### src/rtl/issue_scoreboard_pkg.sv
// Shared dual-issue pipeline types: register index, slot geometry and scoreboard sizing.
package issue_scoreboard_pkg;

  localparam int REG_W        = 5;
  localparam int NUM_REGS     = 32;
  localparam int NUM_SLOTS    = 2;
  localparam int NUM_SRCS     = 2;
  localparam int MAX_INFLIGHT = 4;

  typedef logic [REG_W-1:0] reg_idx_t;

  function automatic logic [1:0] popcount2(input logic [1:0] v);
    return {1'b0, v[0]} + {1'b0, v[1]};
  endfunction

endpackage

### src/rtl/issue_scoreboard_if.sv
// Issue-slot and writeback-port bundle shared by the issue stage and the scoreboard.
interface issue_scoreboard_if;
  import issue_scoreboard_pkg::*;

  logic     [NUM_SLOTS-1:0]               is_valid;
  reg_idx_t [NUM_SLOTS-1:0][NUM_SRCS-1:0] is_r_reg;
  reg_idx_t [NUM_SLOTS-1:0]               is_w_reg;
  logic     [NUM_SLOTS-1:0]               is_long;
  logic     [NUM_SLOTS-1:0]               is_fire;
  logic     [NUM_SLOTS-1:0]               wb_valid;
  reg_idx_t [NUM_SLOTS-1:0]               wb_reg;
  logic     [NUM_SLOTS-1:0]               wb_long;
  logic     [NUM_SLOTS-1:0]               stall;

  modport master (
    output is_valid, is_r_reg, is_w_reg, is_long, is_fire,
    output wb_valid, wb_reg, wb_long,
    input  stall
  );

  modport slave (
    input  is_valid, is_r_reg, is_w_reg, is_long, is_fire,
    input  wb_valid, wb_reg, wb_long,
    output stall
  );

endinterface

### src/rtl/issue_scoreboard_hazard.sv
// Combinational hazard check for one issue slot against the effective pending set.
module scoreboard_hazard
  import issue_scoreboard_pkg::*;
#(
  parameter int NREGS = 32
) (
  input  logic                     valid_i,
  input  reg_idx_t [NUM_SRCS-1:0]  r_reg_i,
  input  reg_idx_t                 w_reg_i,
  input  logic                     is_long_i,
  input  logic                     budget_full_i,
  input  logic [NREGS-1:0]         pend_eff_i,
  output logic                     hazard_o
);

  logic [NUM_SRCS-1:0] src_hit;
  logic                dst_hit;

  // r0 is hard-wired zero and can never be awaiting a result
  for (genvar gi = 0; gi < NUM_SRCS; gi++) begin : g_src
    assign src_hit[gi] = (r_reg_i[gi] != '0) & pend_eff_i[r_reg_i[gi]];
  end

  assign dst_hit  = (w_reg_i != '0) & pend_eff_i[w_reg_i];
  assign hazard_o = valid_i & ((|src_hit) | dst_hit | (is_long_i & budget_full_i));

endmodule

### src/rtl/issue_scoreboard.sv
// Long-latency register scoreboard: pending bits, inflight budget and sticky protocol error.
module issue_scoreboard #(
  parameter int  NUM_REGS     = issue_scoreboard_pkg::NUM_REGS,
  parameter int  MAX_INFLIGHT = issue_scoreboard_pkg::MAX_INFLIGHT,
  parameter bit  WB_BYPASS    = 1'b1,
  localparam int CNT_W        = $clog2(MAX_INFLIGHT + 1)
) (
  input  logic                 clk,
  input  logic                 rst,
  input  logic                 flush_i,
  issue_scoreboard_if.slave    sb_if,
  output logic [NUM_REGS-1:0]  busy_o,
  output logic [CNT_W-1:0]     inflight_o,
  output logic                 err_o
);
  import issue_scoreboard_pkg::*;

  localparam logic [CNT_W:0] MAX_W = (CNT_W + 1)'(MAX_INFLIGHT);

  logic [NUM_REGS-1:0]  pending_q, pending_d;
  logic [CNT_W-1:0]     inflight_q, inflight_d;
  logic                 err_q, err_d;

  logic [NUM_REGS-1:0]  clr, set, pend_eff;
  logic [NUM_SLOTS-1:0] long_fire, wb_long_v, wb_hit, wb_bad, hazard, budget_full;
  logic                 wb_dup;
  logic [CNT_W:0]       base_w, fire_w, hit_w, next_w;

  for (genvar gi = 0; gi < NUM_SLOTS; gi++) begin : g_slot
    assign long_fire[gi] = sb_if.is_fire[gi] & sb_if.is_long[gi] & (sb_if.is_w_reg[gi] != '0);
    assign wb_long_v[gi] = sb_if.wb_valid[gi] & sb_if.wb_long[gi];
  end

  for (genvar gi = 0; gi < NUM_REGS; gi++) begin : g_reg
    assign clr[gi] = (wb_long_v[0] & (sb_if.wb_reg[0] == REG_W'(gi)))
                   | (wb_long_v[1] & (sb_if.wb_reg[1] == REG_W'(gi)));
    assign set[gi] = (long_fire[0] & (sb_if.is_w_reg[0] == REG_W'(gi)))
                   | (long_fire[1] & (sb_if.is_w_reg[1] == REG_W'(gi)));
  end

  assign pend_eff = WB_BYPASS ? (pending_q & ~clr) : pending_q;

  // Slot 1 must leave room for a long op that slot 0 may issue alongside it
  assign budget_full[0] = ({1'b0, inflight_q} >= MAX_W);
  assign budget_full[1] = ({1'b0, inflight_q} + (CNT_W + 1)'(sb_if.is_long[0]) >= MAX_W);

  for (genvar gi = 0; gi < NUM_SLOTS; gi++) begin : g_hazard
    scoreboard_hazard #(.NREGS(NUM_REGS)) u_hazard (
      .valid_i       (sb_if.is_valid[gi]),
      .r_reg_i       (sb_if.is_r_reg[gi]),
      .w_reg_i       (sb_if.is_w_reg[gi]),
      .is_long_i     (sb_if.is_long[gi]),
      .budget_full_i (budget_full[gi]),
      .pend_eff_i    (pend_eff),
      .hazard_o      (hazard[gi])
    );
  end

  // In-order issue: slot 1 may never overtake a held slot 0
  assign sb_if.stall = {hazard[1] | hazard[0], hazard[0]};

  for (genvar gi = 0; gi < NUM_SLOTS; gi++) begin : g_wb
    assign wb_hit[gi] = wb_long_v[gi] & (sb_if.wb_reg[gi] != '0) & pending_q[sb_if.wb_reg[gi]];
    assign wb_bad[gi] = wb_long_v[gi] & ((sb_if.wb_reg[gi] == '0)
                      | (~pending_q[sb_if.wb_reg[gi]] & ~set[sb_if.wb_reg[gi]]));
  end

  // Two ports retiring the same register free only one budget slot
  assign wb_dup = wb_hit[0] & wb_hit[1] & (sb_if.wb_reg[0] == sb_if.wb_reg[1]);

  always_comb begin
    pending_d    = (pending_q & ~clr) | set;
    pending_d[0] = 1'b0;

    base_w = {1'b0, inflight_q};
    fire_w = (CNT_W + 1)'(popcount2(long_fire));
    hit_w  = (CNT_W + 1)'(popcount2({wb_hit[1] & ~wb_dup, wb_hit[0]}));
    next_w = base_w + fire_w;
    if (next_w < hit_w) begin
      next_w = '0;
    end else begin
      next_w = next_w - hit_w;
    end
    if (next_w > MAX_W) begin
      next_w = MAX_W;
    end
    inflight_d = next_w[CNT_W-1:0];

    err_d = err_q | (|wb_bad);

    if (flush_i) begin
      pending_d  = '0;
      inflight_d = '0;
      err_d      = err_q;
    end
  end

  always_ff @(posedge clk) begin
    if (rst) begin
      pending_q  <= '0;
      inflight_q <= '0;
      err_q      <= 1'b0;
    end else begin
      pending_q  <= pending_d;
      inflight_q <= inflight_d;
      err_q      <= err_d;
    end
  end

  assign busy_o     = pending_q;
  assign inflight_o = inflight_q;
  assign err_o      = err_q;

endmodule

### src/flat_wrapper.sv
// flat-port wrapper written by rule: the top's interface ports become plain ports
module issue_scoreboard_flat import issue_scoreboard_pkg::*;
#(
  parameter int  NUM_REGS     = issue_scoreboard_pkg::NUM_REGS,
  parameter int  MAX_INFLIGHT = issue_scoreboard_pkg::MAX_INFLIGHT,
  parameter bit  WB_BYPASS    = 1'b1,
  localparam int CNT_W        = $clog2(MAX_INFLIGHT + 1)
)
  (clk, rst, flush_i, busy_o, inflight_o, err_o, sb_if_is_valid, sb_if_is_r_reg, sb_if_is_w_reg, sb_if_is_long, sb_if_is_fire, sb_if_wb_valid, sb_if_wb_reg, sb_if_wb_long, sb_if_stall);
  issue_scoreboard_if sb_if_i ();
  input  logic clk;
  input  logic rst;
  input  logic flush_i;
  output logic [NUM_REGS-1:0] busy_o;
  output logic [CNT_W-1:0] inflight_o;
  output logic err_o;
  input wire logic [$bits(sb_if_i.is_valid)-1:0] sb_if_is_valid;
  input wire logic [$bits(sb_if_i.is_r_reg)-1:0] sb_if_is_r_reg;
  input wire logic [$bits(sb_if_i.is_w_reg)-1:0] sb_if_is_w_reg;
  input wire logic [$bits(sb_if_i.is_long)-1:0] sb_if_is_long;
  input wire logic [$bits(sb_if_i.is_fire)-1:0] sb_if_is_fire;
  input wire logic [$bits(sb_if_i.wb_valid)-1:0] sb_if_wb_valid;
  input wire logic [$bits(sb_if_i.wb_reg)-1:0] sb_if_wb_reg;
  input wire logic [$bits(sb_if_i.wb_long)-1:0] sb_if_wb_long;
  output wire logic [$bits(sb_if_i.stall)-1:0] sb_if_stall;
  assign sb_if_i.is_valid = sb_if_is_valid;
  assign sb_if_i.is_r_reg = sb_if_is_r_reg;
  assign sb_if_i.is_w_reg = sb_if_is_w_reg;
  assign sb_if_i.is_long = sb_if_is_long;
  assign sb_if_i.is_fire = sb_if_is_fire;
  assign sb_if_i.wb_valid = sb_if_wb_valid;
  assign sb_if_i.wb_reg = sb_if_wb_reg;
  assign sb_if_i.wb_long = sb_if_wb_long;
  assign sb_if_stall = sb_if_i.stall;
  issue_scoreboard #(.NUM_REGS(NUM_REGS), .MAX_INFLIGHT(MAX_INFLIGHT), .WB_BYPASS(WB_BYPASS)) u_core (.clk(clk), .rst(rst), .flush_i(flush_i), .sb_if(sb_if_i), .busy_o(busy_o), .inflight_o(inflight_o), .err_o(err_o));
endmodule
### config.mk
export PLATFORM = sky130hd
export DESIGN_NAME = issue_scoreboard_flat
export DESIGN_NICKNAME = d
export VERILOG_FILES = /design/src/rtl/issue_scoreboard_pkg.sv /design/src/rtl/issue_scoreboard_if.sv /design/src/rtl/issue_scoreboard_hazard.sv /design/src/rtl/issue_scoreboard.sv /design/src/flat_wrapper.sv
export SDC_FILE = /design/constraint.sdc
export NUM_CORES = 1
export LEC_CHECK = 0
export ABC_AREA = 1
export CAP_MARGIN = 20
export CORE_UTILIZATION = 53
export DETAILED_ROUTE_END_ITERATION = 10
export GPL_TIMING_DRIVEN = 0
export PLACE_DENSITY_LB_ADDON = 0.1
export REMOVE_ABC_BUFFERS = 1
export SYNTH_ARGS = -nofsm -noshare
export SYNTH_HDL_FRONTEND = slang
export SYNTH_SLANG_ARGS = --single-unit
### constraint.sdc
create_clock -name clk -period 5.3 [get_ports clk]
set_clock_uncertainty 0.05 [all_clocks]
set_input_delay 1.325 -clock clk [delete_from_list [all_inputs] [get_ports clk]]
set_output_delay 1.325 -clock clk [all_outputs]
set_load 0.02 [all_outputs]
==> results.toml <==
[yosys]
yosysSeqAreaShare = 0.122
syn_area_um2 = 5740
synthCells = 1188
synth-xor-area-share = 0.00153
synth_area_per_cell_um2 = 4.83
ys_seq_elements = 35
synth_mux_area_frac = 0
synth_cell_types = 36
synth_compound_area_frac = 0.140
synth_warnings = 0
synthAdderAreaFrac = 0.0157
synthSimpleGateAreaFrac = 0.604
synth_top_family_by_area = "simple AND/OR/NAND/NOR gates"

[floorplanning]
ioPinCount = 91
die_height_um = 106
start_util = 0.551
num_rows = 37
die-width_um = 106
core_area_um2 = 10400
die_area_um2 = 11200

[global_route]
grt_pass1_vias = 7603
grt_pass1_wl_um = 41200
antenna_found_initial = 0
grt_overflow = 0
grt_max_degree = 32
grt_use_total = 0.484

[timing]
period_share = 0.982
hold_violations = 0
slew_viol_final = 0
max_slew_margin = 0.280
worst_slack_ns = 0.0940
fin_setup_tns_ns = 0
setup_violations = 0
max_freq_ghz = 0.192
tightest_slew_ns = 1.08
period_needed_ns = 5.21

[clocking]
root_buffer = "clkbuf_8"
htreeDepth = 2
clk_latency_ns = 0.31
cts.sinks = 35
cts_buffers = 5
clk_path_buf_depth = 2
cts_tree = "built"
clk_pin_slew_ns = 0.07

[outcome]
status = "finished clean"

[drt]
dr_wl_met3_um = 4710
vias_per_cell = 6.18
vias = 8707
drc_errors = 0
wl_per_cell_um = 19.7
dr.first_iter.drc_count = 1369
wl_um = 27700
ant_nets = 0
highest_layer = "met4"
routed-wl-met2_um = 11000
drt_first_pass_iters = 7
wl_met1_um = 9900

[min_path]
min_path_type = "flip-flop to flip-flop"

[setup_path]
start_kind = "input port"
critPathMaxFanout = 7
cp.arrival_ns = 3.83
criticalPathCategory = "input port to output pin"
required_ns = 3.92
worstSetupEndpointType = "output pin"

[placed_design]
port_buffers = 89
place_congestion = 1.02
placed_cell_area_um2 = 6690
dp_hpwl_um = 20100
post-place-ws_ns = -0.575

[final_layout]
final_cell_area_um2 = 7280
fin_util = 0.699
final_nets = 1331
antenna_cells = 0
drive_gt1_frac = 0.0857
area_delta_synth_final_pct = 27.0

[power]
leakage_nw = 3.37
peakVddDrop_v = 0.0000995
powerDensity_nw_per_um2 = 117

[job]
maxCapViolations = 0
[worst max-delay path: stages]
cell             delay (ns)
clkdlybuf4s50_1        0.58
inv_1                  0.12
nand2_2                0.21
nor2_4                 0.07
nand2_1                0.07
nand3_2                0.29
nand2_1                0.15
nand2_1                0.06
nand2_1                0.06
nand2_1                0.09
nand2_1                0.06
nand3_1                0.06
nor2_1                 0.12
nor2_1                 0.05
nand3_1                0.08
nand2_1                0.07
inv_1                  0.05
clkdlybuf4s15_1        0.28
[cells in the mapped netlist (all sizes together)]
| cell type | count | share of area |
|---|---|---|
| a21oi | 47 | 0.041 |
| a221oi | 1 | 0.0015 |
| a22o | 2 | 0.0031 |
| a22oi | 12 | 0.016 |
| a31o | 1 | 0.0015 |
| a31oi | 4 | 0.0044 |
| and2 | 1 | 0.0011 |
| buf | 13 | 0.013 |
| clkbuf | 9 | 0.0059 |
| clkinv | 3 | 0.0020 |
| conb | 1 | 0.00065 |
| dfxtp | 35 | 0.12 |
| fa | 2 | 0.0070 |
| ha | 4 | 0.0087 |
| inv | 145 | 0.095 |
| nand2 | 535 | 0.35 |
| nand3 | 98 | 0.10 |
| nand3b | 1 | 0.0013 |
| nand4 | 21 | 0.023 |
| nor2 | 168 | 0.12 |
| nor3 | 4 | 0.0035 |
| nor4 | 1 | 0.0011 |
| o2111ai | 1 | 0.0015 |
| o211ai | 2 | 0.0026 |
| o21ai | 63 | 0.055 |
| o221ai | 1 | 0.0015 |
| o22ai | 11 | 0.012 |
| or3 | 1 | 0.0011 |
| xnor2 | 1 | 0.0015 |
[cells by family after synthesis]
logic type | Yosys count
flip-flops | 35
AO/OA/AOI/OAI | 145
other | 1
adder cells (fa/ha/maj) | 6
XOR/XNOR | 1
AND/OR/NAND/NOR | 830
buffers and inverters | 170
[layout make-up]
| class | count | area (um^2) |
|---|---|---|
| clock inverters | 1 | 5.00 |
| fillers | 1020 | 3130 |
| well taps | 136 | 170 |
| inverters | 148 | 559 |
| repair buffers | 99 | 1040 |
| multi-input cells | 983 | 4730 |
| clock buffers | 6 | 82.6 |
| flip-flops and latches | 35 | 701 |
[stage by stage]
step | hold WS, ns | power (mW) | cells
6_report | 0.406 | 0.854 | 1408
5_1_grt | 0.453 | 0.885 | 1408
3_3_place_gp | 0.390 | 0.599 | 1391
3_5_place_dp | 0.390 | 0.603 | 1391
2_1_floorplan | 0.476 | 0.469 | 1166
4_1_cts | 0.404 | 0.819 | 1408
[state kept, by name, summed over array words and instances (netlist names)]
signal,flops
u_core.busy_o,31
u_core.inflight_o,3
u_core.err_o,1
[path summary, 6_finish.rpt]
| kind | start | endpoint | slack [ns] | depth (start not counted) |
|---|---|---|---|---|
| setup / recovery | sb_if_wb_reg[2] | sb_if_stall[0] | 0.09 | 18 |
| hold / removal | u_core.err_o | u_core.err_o | 0.41 | 2 |
| setup reg to reg | u_core.busy_o[24] | u_core.inflight_o[0] | 1.59 | 17 |
| hold reg to reg | u_core.err_o | u_core.err_o | 0.41 | 2 |
[layer usage]
| layer | track usage | vias up |
|---|---|---|
| met5 | 0 | - |
| met2 | 0.688 | 803 |
| met1 | 0.614 | 3791 |
| met3 | 0.172 | 185 |
| met4 | 0.313 | 0 |
| li1 | - | 3928 |
[layout by cell type, fill, tap and decap left out, drive strengths merged]
cell,count
conb,1
nand3,98
clkinvlp,1
clkbuf,7
xnor2,1
dlymetal6s2s,2
nor4,1
a22o,2
clkdlybuf4s15,3
a22oi,12
nor3,4
dfxtp,35
nand2,535
nand3b,1
buf,10
a31oi,4
fa,2
ha,4
clkinv,3
a31o,1
o21ai,63
nor2,168
a21oi,47
o211ai,2
or3,1
inv,145
o2111ai,1
nand4,21
dlygate4sd2,2
clkdlybuf4s50,81
and2,1
o22ai,11
a221oi,1
o221ai,1
[where the power goes]
part | switching (mW) | internal (mW)
Sequential | 0.00427 | 0.266
Clock | 0.115 | 0.102
Combinational | 0.242 | 0.125
[timing repair]
action	4_1_cts	5_1_grt
gates resized for setup	46	48
setup buffers	10	0
endpoints found under the setup margin	4	5
hold buffers	0	0
pin swaps	4	1
(Power assumes the default switching activity.)
==> RTL change: new RTL, same settings <==
Reset style: asynchronous (`rst`), changed in one clocked block.
--- a/src/rtl/issue_scoreboard.sv
+++ b/src/rtl/issue_scoreboard.sv
@@ -95,7 +95,7 @@
     end
   end
 
-  always_ff @(posedge clk) begin
+  always_ff @(posedge clk or posedge rst) begin
     if (rst) begin
       pending_q  <= '0;
       inflight_q <= '0;
Behaviour: not the same (Yosys sat finds a counterexample within 4 cycles, from zero or initial values and one cycle with rst high; the reset may be asserted at any time).
==> RTL change against the original RTL <==
Worst setup slack worse by 0.078 ns; power is 14% higher; non-clock buffer count is 7 higher; global-route usage is 0.89 points lower; area after synthesis is 4.0% higher; sequential cell count stayed put; design area is 3.2% higher; synthesized cell count is 0.59% lower; routed wire length is 1.2% higher.
==> RTL change: results <==
group,metric,value,unit
drt,drt-initial-drc-count,1331,
placement,post-dp-hpwl,20800,um
layout,multi_input_area_share,63.2,%
logic_synthesis,synthXorXnorAreaFrac,0.881,%
critical_path,crit_path_max_incr_delay,0.62,ns
logic_synthesis,ys.flop_type,"dfrtp_1",
layout,seq_cell_count,35,
layout,bufAreaShareNonClock,14.5,%
cts,cts_resized,67,
layout,comb.multi_input.count,978,
critical_path,rr_endpoint,"u_core.inflight_o[0]",
logic_synthesis,async_flop_share,100,%
pwr,switching_share,44.7,%
layout,seqCellArea,876,sq um
drt,drt_wl_total,28000,um
critical_path,reg2reg_from,"u_core.busy_o[23]",
pwr,combPwrFrac,48.8,%
critical_path,crit_start,"sb_if_wb_reg[4]",
logic_synthesis,synth-compound-area-share,12.2,%
global_routing,grt_start_max_net_pins,24,
critical_path,cp_max_fo,4,
logic_synthesis,synth_area_leaders,"nand2_1 32%, dfrtp_1 15%, nor2_1 10%, nand3_1 8.4%, inv_1 8.2%",
timing,worstMarginPinSlew,0.718,ns
global_routing,grt_pass1_vias,7648,
pwr,intPower,540,uW
pwr,p_leak,0.00353,uW
critical_path,ff2ff_path_depth,18,
hold_path,whs_endpoint,"u_core.err_o",
hold_path,hp-start,"u_core.err_o",
placement,pre_cts_slack,-0.849,ns
drt,viasPerCell,6.22,
pwr,pwr-share-seq,30.4,%
critical_path,arrival,3.91,ns
global_routing,grt_pass1_wl,41300,um
critical_path,critPathTopFamily,"buffers and inverters",
logic_synthesis,yosysSeqAreaShare,14.7,%
layout,drive_above_1_share,9.87,%
layout,layout.nets,1325,
pwr,vdd_drop_max,0.224,mV
layout,n_all_buffers,106,
placement,place_congestion,1.07,
layout,nFillCells,1081,
global_routing,grt.total_usage,47.5,%
logic_synthesis,synth_commonest_cells,"504 x nand2_1, 159 x nor2_1, 130 x inv_1",
outcome,outcome,"complete, no violations",
cts,postCtsSetupRepairBufs,11,
critical_path,r2r_slack,1.70,ns
timing,timing.hold.ws,0.425,ns
logic_synthesis,synthAdderAreaFrac,1.51,%
-- RTL change: metrics by stage --
step,TNS [ns],instance area (sq um),instances
global placement,-2.07,6880,1381
finish,0,7520,1407
global route,-0.0599,7520,1407
CTS,0,7380,1403
detailed placement,-2.05,6920,1383
floorplan,0,5810,1152
-- RTL change: routing by layer --
metal	global-route usage [%]	part of all wire, %	up-vias
li1	-	-	3958
met1	59.9	36	3850
met2	69.3	41	758
met3	15.1	15	185
met4	30.3	7.4	2
met5	3.13	0.16	-
-- RTL change: worst max-delay path by stage --
stage	end	slack [ns]	depth (start not counted)
global placement	sb_if_stall[1]	-0.85	14
finish	sb_if_stall[1]	0.02	18
global route	sb_if_stall[1]	-0.03	16
detailed placement	sb_if_stall[1]	-0.85	14
floorplan	sb_if_stall[1]	1.02	12
CTS	sb_if_stall[1]	0.10	18
